--- src/rtl/spi_follower.sv ---
// SPI follower: synchronises the leader's ext_clk/cs/in into clk, supports all
// four cpol/cpha modes with 8- or 16-bit frames and back-to-back frames under one cs low.
//   state  | meaning
//   IDLE   | cs high; out held at 0, waiting for a cs fall
//   ACTIVE | cs low; shifting frames, busy high
module spi_follower (
  input  logic        clk,
  input  logic        rst,
  input  logic        ext_clk,
  input  logic        cs,
  input  logic        in,
  output logic        out,
  input  logic        cpol,
  input  logic        cpha,
  input  logic        len,
  input  logic [15:0] tx_data,
  input  logic        tx_load,
  output logic [15:0] rx_data,
  output logic        rx_valid,
  output logic        frame_err,
  output logic        busy
);

  typedef enum logic {IDLE = 1'b0, ACTIVE = 1'b1} state_t;

  state_t      state_q, state_d;
  logic [1:0]  cs_sync_q, cs_sync_d;
  logic [1:0]  sck_sync_q, sck_sync_d;
  logic [1:0]  mosi_sync_q, mosi_sync_d;
  logic        cs_prev_q, cs_prev_d;
  logic        sck_prev_q, sck_prev_d;
  logic [1:0]  settle_q, settle_d;
  logic        armed_q, armed_d;
  logic        cpol_q, cpol_d;
  logic        cpha_q, cpha_d;
  logic        len_q, len_d;
  logic [15:0] tx_buf_q, tx_buf_d;
  logic [15:0] tx_sr_q, tx_sr_d;
  logic [15:0] rx_sr_q, rx_sr_d;
  logic [4:0]  count_q, count_d;
  logic        skip_q, skip_d;
  logic [15:0] rx_data_q, rx_data_d;
  logic        rx_valid_q, rx_valid_d;
  logic        frame_err_q, frame_err_d;
  logic        out_q, out_d;
  logic        busy_q, busy_d;

  logic        cs_s, sck_s, mosi_s;
  logic        cs_fall, cs_rise, sck_rise, sck_fall;
  logic        lead_edge, trail_edge, sample_stb, shift_stb;
  logic [4:0]  count_inc, frame_len;
  logic [15:0] rx_shift;

  assign cs_s       = cs_sync_q[1];
  assign sck_s      = sck_sync_q[1];
  assign mosi_s     = mosi_sync_q[1];
  assign cs_fall    = cs_prev_q & ~cs_s;
  assign cs_rise    = ~cs_prev_q & cs_s;
  assign sck_rise   = sck_s & ~sck_prev_q;
  assign sck_fall   = ~sck_s & sck_prev_q;
  assign lead_edge  = cpol_q ? sck_fall : sck_rise;
  assign trail_edge = cpol_q ? sck_rise : sck_fall;
  assign sample_stb = cpha_q ? trail_edge : lead_edge;
  assign shift_stb  = cpha_q ? lead_edge : trail_edge;
  assign count_inc  = count_q + 5'd1;
  assign frame_len  = len_q ? 5'd16 : 5'd8;
  assign rx_shift   = {rx_sr_q[14:0], mosi_s};

  always_comb begin
    state_d     = state_q;
    cs_sync_d   = {cs_sync_q[0], cs};
    sck_sync_d  = {sck_sync_q[0], ext_clk};
    mosi_sync_d = {mosi_sync_q[0], in};
    cs_prev_d   = cs_s;
    sck_prev_d  = sck_s;
    settle_d    = {settle_q[0], 1'b1};
    armed_d     = armed_q;
    cpol_d      = cpol_q;
    cpha_d      = cpha_q;
    len_d       = len_q;
    tx_buf_d    = tx_load ? tx_data : tx_buf_q;
    tx_sr_d     = tx_sr_q;
    rx_sr_d     = rx_sr_q;
    count_d     = count_q;
    skip_d      = skip_q;
    rx_data_d   = rx_data_q;
    rx_valid_d  = 1'b0;
    frame_err_d = 1'b0;

    // After reset, only a cs fall seen after a genuinely high cs starts a frame.
    if (settle_q[1] && cs_s) begin
      armed_d = 1'b1;
    end

    case (state_q)
      IDLE: begin
        if (armed_q && cs_fall) begin
          state_d = ACTIVE;
          cpol_d  = cpol;
          cpha_d  = cpha;
          len_d   = len;
          tx_sr_d = tx_buf_q;
          rx_sr_d = 16'h0000;
          count_d = 5'd0;
          skip_d  = cpha;
        end
      end
      ACTIVE: begin
        if (cs_rise) begin
          state_d     = IDLE;
          count_d     = 5'd0;
          frame_err_d = (count_q != 5'd0);
        end else if (sample_stb) begin
          rx_sr_d = rx_shift;
          if (count_inc == frame_len) begin
            rx_data_d  = len_q ? rx_shift : {8'h00, rx_shift[7:0]};
            rx_valid_d = 1'b1;
            count_d    = 5'd0;
            tx_sr_d    = tx_buf_q;
            skip_d     = 1'b1;
          end else begin
            count_d = count_inc;
          end
        end else if (shift_stb) begin
          // The first shift edge of a cpha=1 frame and the one after a frame's last sample are dropped.
          if (skip_q) begin
            skip_d = 1'b0;
          end else begin
            tx_sr_d = {tx_sr_q[14:0], 1'b0};
          end
        end
      end
      default: state_d = IDLE;
    endcase

    busy_d = (state_d == ACTIVE);
    out_d  = (state_d == ACTIVE) && (len_d ? tx_sr_d[15] : tx_sr_d[7]);
  end

  always_ff @(posedge clk or posedge rst) begin
    if (rst) begin
      state_q     <= IDLE;
      cs_sync_q   <= 2'b11;
      sck_sync_q  <= 2'b00;
      mosi_sync_q <= 2'b00;
      cs_prev_q   <= 1'b1;
      sck_prev_q  <= 1'b0;
      settle_q    <= 2'b00;
      armed_q     <= 1'b0;
      cpol_q      <= 1'b0;
      cpha_q      <= 1'b0;
      len_q       <= 1'b0;
      tx_buf_q    <= 16'h0000;
      tx_sr_q     <= 16'h0000;
      rx_sr_q     <= 16'h0000;
      count_q     <= 5'd0;
      skip_q      <= 1'b0;
      rx_data_q   <= 16'h0000;
      rx_valid_q  <= 1'b0;
      frame_err_q <= 1'b0;
      out_q       <= 1'b0;
      busy_q      <= 1'b0;
    end else begin
      state_q     <= state_d;
      cs_sync_q   <= cs_sync_d;
      sck_sync_q  <= sck_sync_d;
      mosi_sync_q <= mosi_sync_d;
      cs_prev_q   <= cs_prev_d;
      sck_prev_q  <= sck_prev_d;
      settle_q    <= settle_d;
      armed_q     <= armed_d;
      cpol_q      <= cpol_d;
      cpha_q      <= cpha_d;
      len_q       <= len_d;
      tx_buf_q    <= tx_buf_d;
      tx_sr_q     <= tx_sr_d;
      rx_sr_q     <= rx_sr_d;
      count_q     <= count_d;
      skip_q      <= skip_d;
      rx_data_q   <= rx_data_d;
      rx_valid_q  <= rx_valid_d;
      frame_err_q <= frame_err_d;
      out_q       <= out_d;
      busy_q      <= busy_d;
    end
  end

  assign out       = out_q;
  assign rx_data   = rx_data_q;
  assign rx_valid  = rx_valid_q;
  assign frame_err = frame_err_q;
  assign busy      = busy_q;

endmodule

--- config.mk ---
export PLATFORM = sky130hd
export DESIGN_NAME = spi_follower
export DESIGN_NICKNAME = d
export VERILOG_FILES = /design/src/rtl/spi_follower.sv
export SDC_FILE = /design/constraint.sdc
export NUM_CORES = 1
export LEC_CHECK = 0
export CORE_AREA = 2 2 98 100
export DETAILED_ROUTE_END_ITERATION = 8
export DIE_AREA = 0 0 100 102
export PLACE_DENSITY_LB_ADDON = 0.1
export SETUP_SLACK_MARGIN = 0.1
export SYNTH_ARGS = -nofsm -noshare
export SYNTH_HDL_FRONTEND = slang
export SYNTH_SLANG_ARGS = --single-unit
--- constraint.sdc ---
create_clock -name clk -period 6.2 [get_ports clk]
set_input_delay 0.93 -clock clk [delete_from_list [all_inputs] [get_ports clk]]
set_output_delay 0.93 -clock clk [all_outputs]
set_load 0.01 [all_outputs]
==> results of run 1 <==
==> final timing paths <==
kind / start / end / slack, ns
min in group asynchronous: rst / mosi_sync_q[0] / 1.23
hold / removal: settle_q[0] / settle_q[1] / 0.35
setup / recovery: count_q[0] / tx_sr_q[12] / 3.50
setup reg to reg: count_q[0] / tx_sr_q[12] / 3.50
max in group asynchronous: rst / skip_q / 4.29
hold reg to reg: settle_q[0] / settle_q[1] / 0.35
==> flip-flops by register name, summed over array words and instances (netlist names) <==
register	cells
cpol_q	1
rx_sr_q	15
frame_err	1
settle_q	2
mosi_sync_q	2
cpha_q	1
cs_sync_q	2
sck_sync_q	2
cs_prev_q	1
rx_data	16
count_q	5
out	1
sck_prev_q	1
tx_sr_q	16
armed_q	1
skip_q	1
tx_buf_q	16
busy	1
rx_valid	1
len_q	1
==> worst max-delay path, stage by stage (launching register included) <==
cell	delay, ns
dfrtp_1	0.44
ha_1	0.26
nand3_1	0.14
xnor2_2	0.19
and4b_4	0.22
o21ai_4	0.54
nand2_2	0.35
a221o_1	0.44
==> cells by family (layout without fill, tap and decap cells) <==
logic type,after synthesis,count (layout),synth area share
DFF,87,87,0.611
buffers and inverters,18,66,0.0238
other,1,1,0.00105
xor gates and xnor gates,4,4,0.0119
AOI/OAI and AO/OA,56,56,0.128
muxes,31,31,0.0968
and+or+nand+nor,79,79,0.116
adders and majority gates,3,3,0.0105
==> power breakdown <==
| part | total, W | internal, W | leakage, nW | switching (W) |
|---|---|---|---|---|
| Sequential | 0.000691 | 0.000635 | 1.12 | 0.0000561 |
| Clock | 0.000418 | 0.000213 | 0.112 | 0.000205 |
| Combinational | 0.000198 | 0.0000996 | 0.690 | 0.0000980 |
==> Yosys cell counts (all sizes together) (3+ instances only) <==
cell    instances
nand2          37
buf             4
dfrtp          84
a221o          13
a22o           18
inv             5
nor2           10
nand2b          3
nand3           4
and2           13
clkbuf          9
mux2i           3
mux2           28
o21ai          14
dfstp           3
nor3b           3
ha              3
==> per-stage QoR <==
step                      instances  setup slack [ns]  hold slack [ns]
final                           438              3.50            0.354
after global routing            438              3.34            0.370
after CTS                       438              3.45            0.360
after detailed placement        422              3.49            0.340
after global placement          422              3.56            0.333
after floorplan                 279              3.02            0.331
==> per-layer routing <==
metal / vias up / wire length, µm
li1: 1074 / -
met1: 1120 / 3240
met2: 34 / 2910
met3: 10 / 214
met4: 0 / 86
met5: - / 0
==> cell usage in the layout, fill, tap and decap left out, drive strengths merged, types with 2 or more instances in the layout <==
cell type      count
dfrtp             84
ha                 3
o221ai             2
nand3              4
o2111ai            2
o21ai             14
clkdlybuf4s50     44
inv                6
mux2i              3
and2              13
nand2b             3
or2                2
xor2               2
a22o              18
mux2              28
nor2b              2
nand2             37
dfstp              3
a21oi              2
nor3b              3
clkbuf            11
a221o             13
clkinv             3
xnor2              2
nor2              10
a21o               2
==> area by class of cell <==
class	count	area, µm²
fill	861	4800
sequential	87	2180
multi-input combinational	174	1300
timing repair buffer	45	448
clock buffer	11	151
tap	111	139
clock inverter	5	63.8
inverter	5	20.0
==> flow_metrics.py, run 1 <==
metrics = {
    "cts": {
        "cts_buffers": 9,
        "clockBufferDepth": 2,
        "cts_htree_levels": 3,
        "worst_skew_pair.late_latency_ns": 0.35,
        "tritoncts": "yes",
        "root_buffer": "clkbuf_8",
        "cts_setup_buffers": 0,
        "post_cts_resized": 0,
        "cts_hold_buf": 0,
        "clkTransAtPathRegs_ns": 0.09,
        "cts.sinks": 87,
    },
    "yosys": {
        "synth-seq-cells": 87,
        "synth_top_area_cell": "dfrtp_1",
        "synth_area_leaders": "dfrtp_1 (59%), mux2_2 (7.9%), a22o_1 (4.4%)",
        "syn_nets": 307,
        "async_flop_share": 1.00,
        "synth-seq-area-share": 0.611,
        "synth-main-ff-cell": "dfrtp_1",
        "synth_edf_count": 0,
        "synthDistinctLibCells": 42,
        "synthCells": 279,
        "synth.cell_area_um2": 3570,
        "syn_avg_cell_area_um2": 12.8,
        "synth_top_area_frac": 0.589,
        "yosysWarnings": 0,
    },
    "run_status": {
        "status": "finished, final reports clean",
    },
    "timing": {
        "skew_ns": 0.0137,
        "period_needed_ns": 2.70,
        "slew_headroom": 0.296,
        "fmax_mhz": 370,
        "min_period_over_period": 0.436,
        "rsz0062_at_grt": "no",
        "tns_ns": 0,
        "slew_viol_final": 0,
        "finalSetupViolations": 0,
        "worstMarginPinSlew_ns": 1.06,
        "hold_viol_final": 0,
    },
    "drt": {
        "drc": 0,
        "drtIter0Drc": 92,
        "routed_wl_um": 6450,
        "viasPerCell": 5.11,
        "wl_per_cell_um": 14.7,
        "ant_nets": 0,
        "drt_pass1_iterations": 4,
        "vias": 2238,
    },
    "power": {
        "p_total_w": 0.00131,
        "p_per_area_nw_per_um2": 303,
        "ir_worst_vdd_v": 0.000119,
        "p_leak_nw": 1.92,
    },
    "global_route": {
        "track_usage": 0.141,
        "grt_util_met3": 0.0267,
        "first_global_vias": 2276,
        "grt_use_met2": 0.210,
        "antenna_found_initial": 0,
        "grt_start_max_net_pins": 88,
        "gr-usage-met1": 0.197,
        "overflow": 0,
        "grt.busiest_layer": "met2",
        "grt_pass1_wl_um": 11200,
    },
    "setup_path": {
        "crit_required_ns": 6.43,
        "cp-start-kind": "flop",
        "arrival_ns": 2.93,
        "rr_worst_depth": 7,
        "cp_max_fo": 26,
        "crit_path_end_kind": "flop",
        "worst-setup-path-type": "reg -> reg",
    },
    "cells_and_area": {
        "finish.utilization": 0.473,
        "antenna_cells": 0,
        "syn2layout_area_growth_pct": 20.7,
        "nNetsFinal": 350,
        "final_area_um2": 4310,
        "drive_gt1_frac": 0.171,
    },
    "floorplanning": {
        "die_area_um2": 10200,
        "die_y_um": 102,
        "coreArea_um2": 9110,
        "pin_count": 45,
        "die_w_um": 100,
        "fp-row-count": 35,
        "initial_core_util": 0.392,
    },
    "place": {
        "port_buffers": 44,
        "gp_congestion": 0.781,
        "dp_hpwl_um": 4260,
        "dpl_cell_area_um2": 4090,
    },
    "job": {
        "drv_cap": 0,
    },
    "min_path": {
        "worstHoldPathCells": 0,
        "hold_path_class": "reg -> reg",
    },
}
No activity file was read; power rests on OpenSTA's default activity.
==> run 2: changes to the inputs <==
==> constraint.sdc (replaced) <==
create_clock -name clk -period 2.2 [get_ports clk]
set_input_delay 0.33 -clock clk [delete_from_list [all_inputs] [get_ports clk]]
set_output_delay 0.33 -clock clk [all_outputs]
set_load 0.01 [all_outputs]
==> flow_metrics.py, run 2 (synthesis gave the netlist of run 1 again) <==
metrics = {
    "cts": {
        "clkTransAtPathRegs_ns": 0.10,
        "root_buffer": "clkbuf_8",
        "worst_skew_pair.late_latency_ns": 0.36,
        "cts_htree_levels": 3,
        "cts_hold_buf": 0,
        "clockBufferDepth": 2,
        "tritoncts": "yes",
        "cts_buffers": 9,
        "cts.sinks": 87,
    },
    "cells_and_area": {
        "layout_commonest_cell": "dfrtp_1",
        "final_cells": 463,
        "fill_cells": 804,
        "seqCellArea_um2": 2180,
        "antenna_cells": 0,
        "layout_common_cells": "dfrtp_1 (83), clkdlybuf4s50_1 (44), nand2_1 (31)",
        "multiInputGateArea_um2": 1440,
        "syn2layout_area_growth_pct": 32.2,
        "drive_gt1_frac": 0.290,
        "nNetsFinal": 375,
    },
    "place": {
        "dpl.cell_count": 435,
        "gp_congestion": 0.739,
        "dp_hpwl_um": 4430,
        "dp_slack_ns": -0.0310,
        "port_buffers": 44,
    },
    "job": {
        "drv_cap": 0,
    },
    "global_route": {
        "antenna_found_initial": 0,
        "track_usage": 0.147,
        "first_global_vias": 2292,
        "grt_util_met3": 0.0260,
        "overflow": 0,
        "gr-usage-met1": 0.202,
        "grt_use_met2": 0.219,
        "grt.busiest_layer": "met2",
        "grt_start_max_net_pins": 88,
        "grt_pass1_wl_um": 11500,
    },
    "floorplanning": {
        "initial_core_util": 0.392,
        "die_y_um": 102,
        "fp-row-count": 35,
        "die_area_um2": 10200,
        "die_w_um": 100,
        "pin_count": 45,
        "coreArea_um2": 9110,
    },
    "drt": {
        "ant_nets": 0,
        "viasPerCell": 5.11,
        "drt_pass1_iterations": 4,
        "drtIter0Drc": 79,
        "vias": 2365,
        "drc": 0,
        "routed_wl_um": 7180,
        "wl_per_cell_um": 15.5,
    },
    "setup_path": {
        "arrival_ns": 2.38,
        "worst-setup-path-type": "reg -> reg",
        "cp_max_fo": 5,
        "cp-start-kind": "flop",
        "crit_required_ns": 2.45,
        "crit_path_end_kind": "flop",
    },
    "timing": {
        "min_period_over_period": 0.967,
        "rsz0062_at_grt": "yes",
        "setup_slack_ns": 0.0726,
        "slew_viol_final": 0,
        "fmax_mhz": 470,
        "period_needed_ns": 2.13,
        "hold_viol_final": 0,
        "skew_ns": 0.0188,
        "finalSetupViolations": 0,
    },
    "power": {
        "ir_worst_vdd_v": 0.000404,
        "p_total_w": 0.00382,
        "p_leak_nw": 2.09,
        "p_per_area_nw_per_um2": 809,
    },
    "run_status": {
        "status": "finished, final reports clean",
    },
    "min_path": {
        "hold_path_class": "reg -> reg",
    },
}
## run 2: cell count changes in the layout (fill, tap and decap cells not counted), sizes merged
cell,delta
inv,+1
clkinvlp,+1
nand2,+1
buf,+22
## run 2: critical path, cell delays in order, from the launching register on
cell       delay [ns]
dfrtp_1          0.44
ha_4             0.21
nand3_4          0.09
xnor2_4          0.16
and4b_4          0.20
buf_4            0.14
o21ai_4          0.15
buf_12           0.15
clkbuf_16        0.15
mux2_2           0.32
## run 2: final timing paths
check	start	end	slack, ns	cells past startpoint
worst max-delay path	count_q[1]	rx_data[7]	0.07	9
worst min-delay path	settle_q[0]	settle_q[1]	0.35	0
worst max register to register	count_q[1]	rx_data[7]	0.07	9
worst min register to register	settle_q[0]	settle_q[1]	0.35	0
max in group asynchronous	rst	cs_sync_q[1]	1.38	3
min in group asynchronous	rst	count_q[3]	0.42	3
## run 2: cell type report
class,count,share of cell area
inverter,5,0.00477
timing repair buffer,69,0.156
sequential,87,0.463
clock inverter,7,0.0164
tap,111,0.0294
clock buffer,9,0.0263
multi-input combinational,175,0.305
## run 2: metrics by stage
| step | cell area [µm²] | TNS [ns] | util | hold WS [ns] |
|---|---|---|---|---|
| 6_report | 4720 | 0 | 0.518 | 0.355 |
| 2_1_floorplan | 3580 | 0 | - | 0.331 |
| 4_1_cts | 4540 | 0 | 0.498 | 0.356 |
| 5_1_grt | 4720 | -0.0119 | 0.518 | 0.362 |
| 3_3_place_gp | 4240 | 0 | 0.465 | 0.333 |
| 3_5_place_dp | 4240 | -0.194 | 0.465 | 0.335 |
## run 2: metal layers
metal / part of all wire / up-vias
met5: 0 / -
met3: 0.029 / 12
met1: 0.48 / 1178
met4: 0.019 / 0
li1: - / 1133
met2: 0.47 / 42
## run 2: power by group
part / internal (W) / switching (W) / total [W]
Combinational: 0.000395 / 0.000341 / 0.000735
Sequential: 0.00179 / 0.000148 / 0.00194
Clock: 0.000539 / 0.000605 / 0.00114
## run 2: repair_timing
item / CTS / global route
resized for setup: 4 / 34
pin swaps: 3 / 21
cloned: 1 / 3
setup endpoints to repair: 24 / 33
buffers inserted: 5 / 4
endpoints found under the hold margin: 0 / 0
==> run 3: changes to the inputs <==
--- a/config.mk
+++ b/config.mk
@@ -5,9 +5,9 @@
 export SDC_FILE = /design/constraint.sdc
 export NUM_CORES = 1
 export LEC_CHECK = 0
-export CORE_AREA = 2 2 98 100
+export CORE_AREA = 2 2 89 91
 export DETAILED_ROUTE_END_ITERATION = 8
-export DIE_AREA = 0 0 100 102
+export DIE_AREA = 0 0 91 93
 export PLACE_DENSITY_LB_ADDON = 0.1
 export SETUP_SLACK_MARGIN = 0.1
 export SYNTH_ARGS = -nofsm -noshare
==> flow_metrics.py, run 3 (synthesis gave the netlist of run 1 again) <==
metrics = {
    "setup_path": {
        "crit_path_end_kind": "flop",
        "arrival_ns": 2.32,
        "r2r-end": "tx_sr_q[9]",
        "reg2reg_slack_ns": 0.11,
        "cp-start-kind": "flop",
        "cpMaxStageDelayCell": "dfrtp_2",
        "crit_required_ns": 2.43,
        "crit_path_frequent_cell": "buf_4",
        "cp_max_fo": 14,
        "worst-setup-path-type": "reg -> reg",
        "regToRegStartpoint": "count_q[0]",
        "cp_slowest_stage_delay_ns": 0.46,
        "cp_cell_sequence": "buf_4, ha_1, nand2_1, buf_4, nor4_4, buf_4, o21ai_4, nand2_4, a221o_1",
        "rr_worst_depth": 9,
    },
    "floorplanning": {
        "coreArea_um2": 7530,
        "die_area_um2": 8460,
        "pin_count": 45,
        "die_w_um": 91,
        "fp-row-count": 32,
        "initial_core_util": 0.474,
        "die_y_um": 93,
    },
    "cts": {
        "clockBufferDepth": 2,
        "cts_buffers": 9,
        "cts_htree_levels": 3,
        "clkTransAtPathRegs_ns": 0.10,
        "root_buffer": "clkbuf_8",
        "tritoncts": "yes",
        "worst_skew_pair.late_latency_ns": 0.35,
        "cts_hold_buf": 0,
        "cts.sinks": 87,
    },
    "drt": {
        "drc": 0,
        "drt_pass1_iterations": 6,
        "wl_per_cell_um": 14.7,
        "viasPerCell": 5.17,
        "vias": 2318,
        "routed_wl_um": 6590,
        "ant_nets": 0,
        "drtIter0Drc": 121,
    },
    "timing": {
        "hold_viol_final": 0,
        "fmax_mhz": 479,
        "hold_ws_ns": 0.357,
        "finalSetupViolations": 0,
        "skew_ns": 0.0124,
        "slew_headroom": 0.634,
        "setup_slack_ns": 0.110,
        "slew_viol_final": 0,
        "tns_ns": 0,
        "min_period_over_period": 0.950,
        "rsz0062_at_grt": "yes",
        "worstMarginPinSlew_ns": 0.548,
        "period_needed_ns": 2.09,
    },
    "place": {
        "dp_hpwl_um": 4430,
        "gp_congestion": 0.770,
        "port_buffers": 44,
        "dp_slack_ns": 0.0272,
    },
    "cells_and_area": {
        "layout_common_cells": "dfrtp_1 (81), clkdlybuf4s50_1 (44), nand2_1 (35)",
        "syn2layout_area_growth_pct": 28.3,
        "nNetsFinal": 369,
        "fill_cells": 647,
        "finish.utilization": 0.608,
        "antenna_cells": 0,
        "layout_commonest_cell": "dfrtp_1",
        "drive_gt1_frac": 0.246,
    },
    "job": {
        "drv_cap": 0,
    },
    "run_status": {
        "status": "finished, final reports clean",
    },
    "global_route": {
        "antenna_found_initial": 0,
        "grt_start_max_net_pins": 29,
        "first_global_vias": 2219,
        "grt_pass1_wl_um": 10900,
        "track_usage": 0.165,
        "overflow": 0,
    },
    "power": {
        "ir_worst_vdd_v": 0.000430,
        "p_total_w": 0.00378,
        "p_leak_nw": 2.02,
        "p_per_area_nw_per_um2": 825,
    },
    "min_path": {
        "hold_path_class": "in -> async",
    },
}
-- run 3: how the worst max path moves through the flow --
stage / slack (ns) / start / endpoint / cells past startpoint
6_report: 0.11 / count_q[0] / tx_sr_q[9] / 9
2_1_floorplan: 0.11 / count_q[0] / tx_sr_q[14] / 8
3_5_place_dp: 0.03 / count_q[0] / rx_data[5] / 8
4_1_cts: 0.10 / cpha_q / count_q[1] / 6
5_1_grt: 0.05 / count_q[0] / tx_sr_q[9] / 9
3_3_place_gp: 0.08 / count_q[0] / rx_data[7] / 8
-- run 3: per-stage QoR --
step	std cells	area (µm²)
global placement	427	4230
finish	448	4580
global route	448	4580
detailed placement	427	4230
floorplan	279	3580
CTS	446	4490
-- run 3: power breakdown --
| group | internal [W] | switching, W |
|---|---|---|
| clock | 0.000447 | 0.000640 |
| combinational | 0.000406 | 0.000321 |
| sequential | 0.00179 | 0.000171 |
-- run 3: critical path: cells and delay by family, from the launching register on --
kind / cells / cell delay [ns]
compound gates: 2 / 0.59
flops: 1 / 0.46
buf+inv: 3 / 0.43
simple gates: 3 / 0.28
fa+ha+maj: 1 / 0.21
-- run 3: area by class of cell --
cell class / instances / area, µm² / share of cell area
sequential: 87 / 2180 / 0.477
inverter: 5 / 22.5 / 0.00492
multi-input combinational: 174 / 1390 / 0.304
tap: 102 / 128 / 0.0279
timing repair buffer: 64 / 653 / 0.143
clock inverter: 7 / 75.1 / 0.0164
clock buffer: 9 / 124 / 0.0271
-- run 3: timing repair --
action | CTS | global route
setup buffers | 3 | 1
pin swaps | 2 | 4
gates cloned | 0 | 1
gates resized for setup | 5 | 11
endpoints found under the setup margin | 19 | 34
-- run 3: layer usage --
layer,GRT usage,vias up,share of wire
li1,-,1122,-
met1,0.233,1122,0.47
met2,0.243,57,0.47
met3,0.0290,17,0.032
met4,0.0922,0,0.029
met5,0,-,0
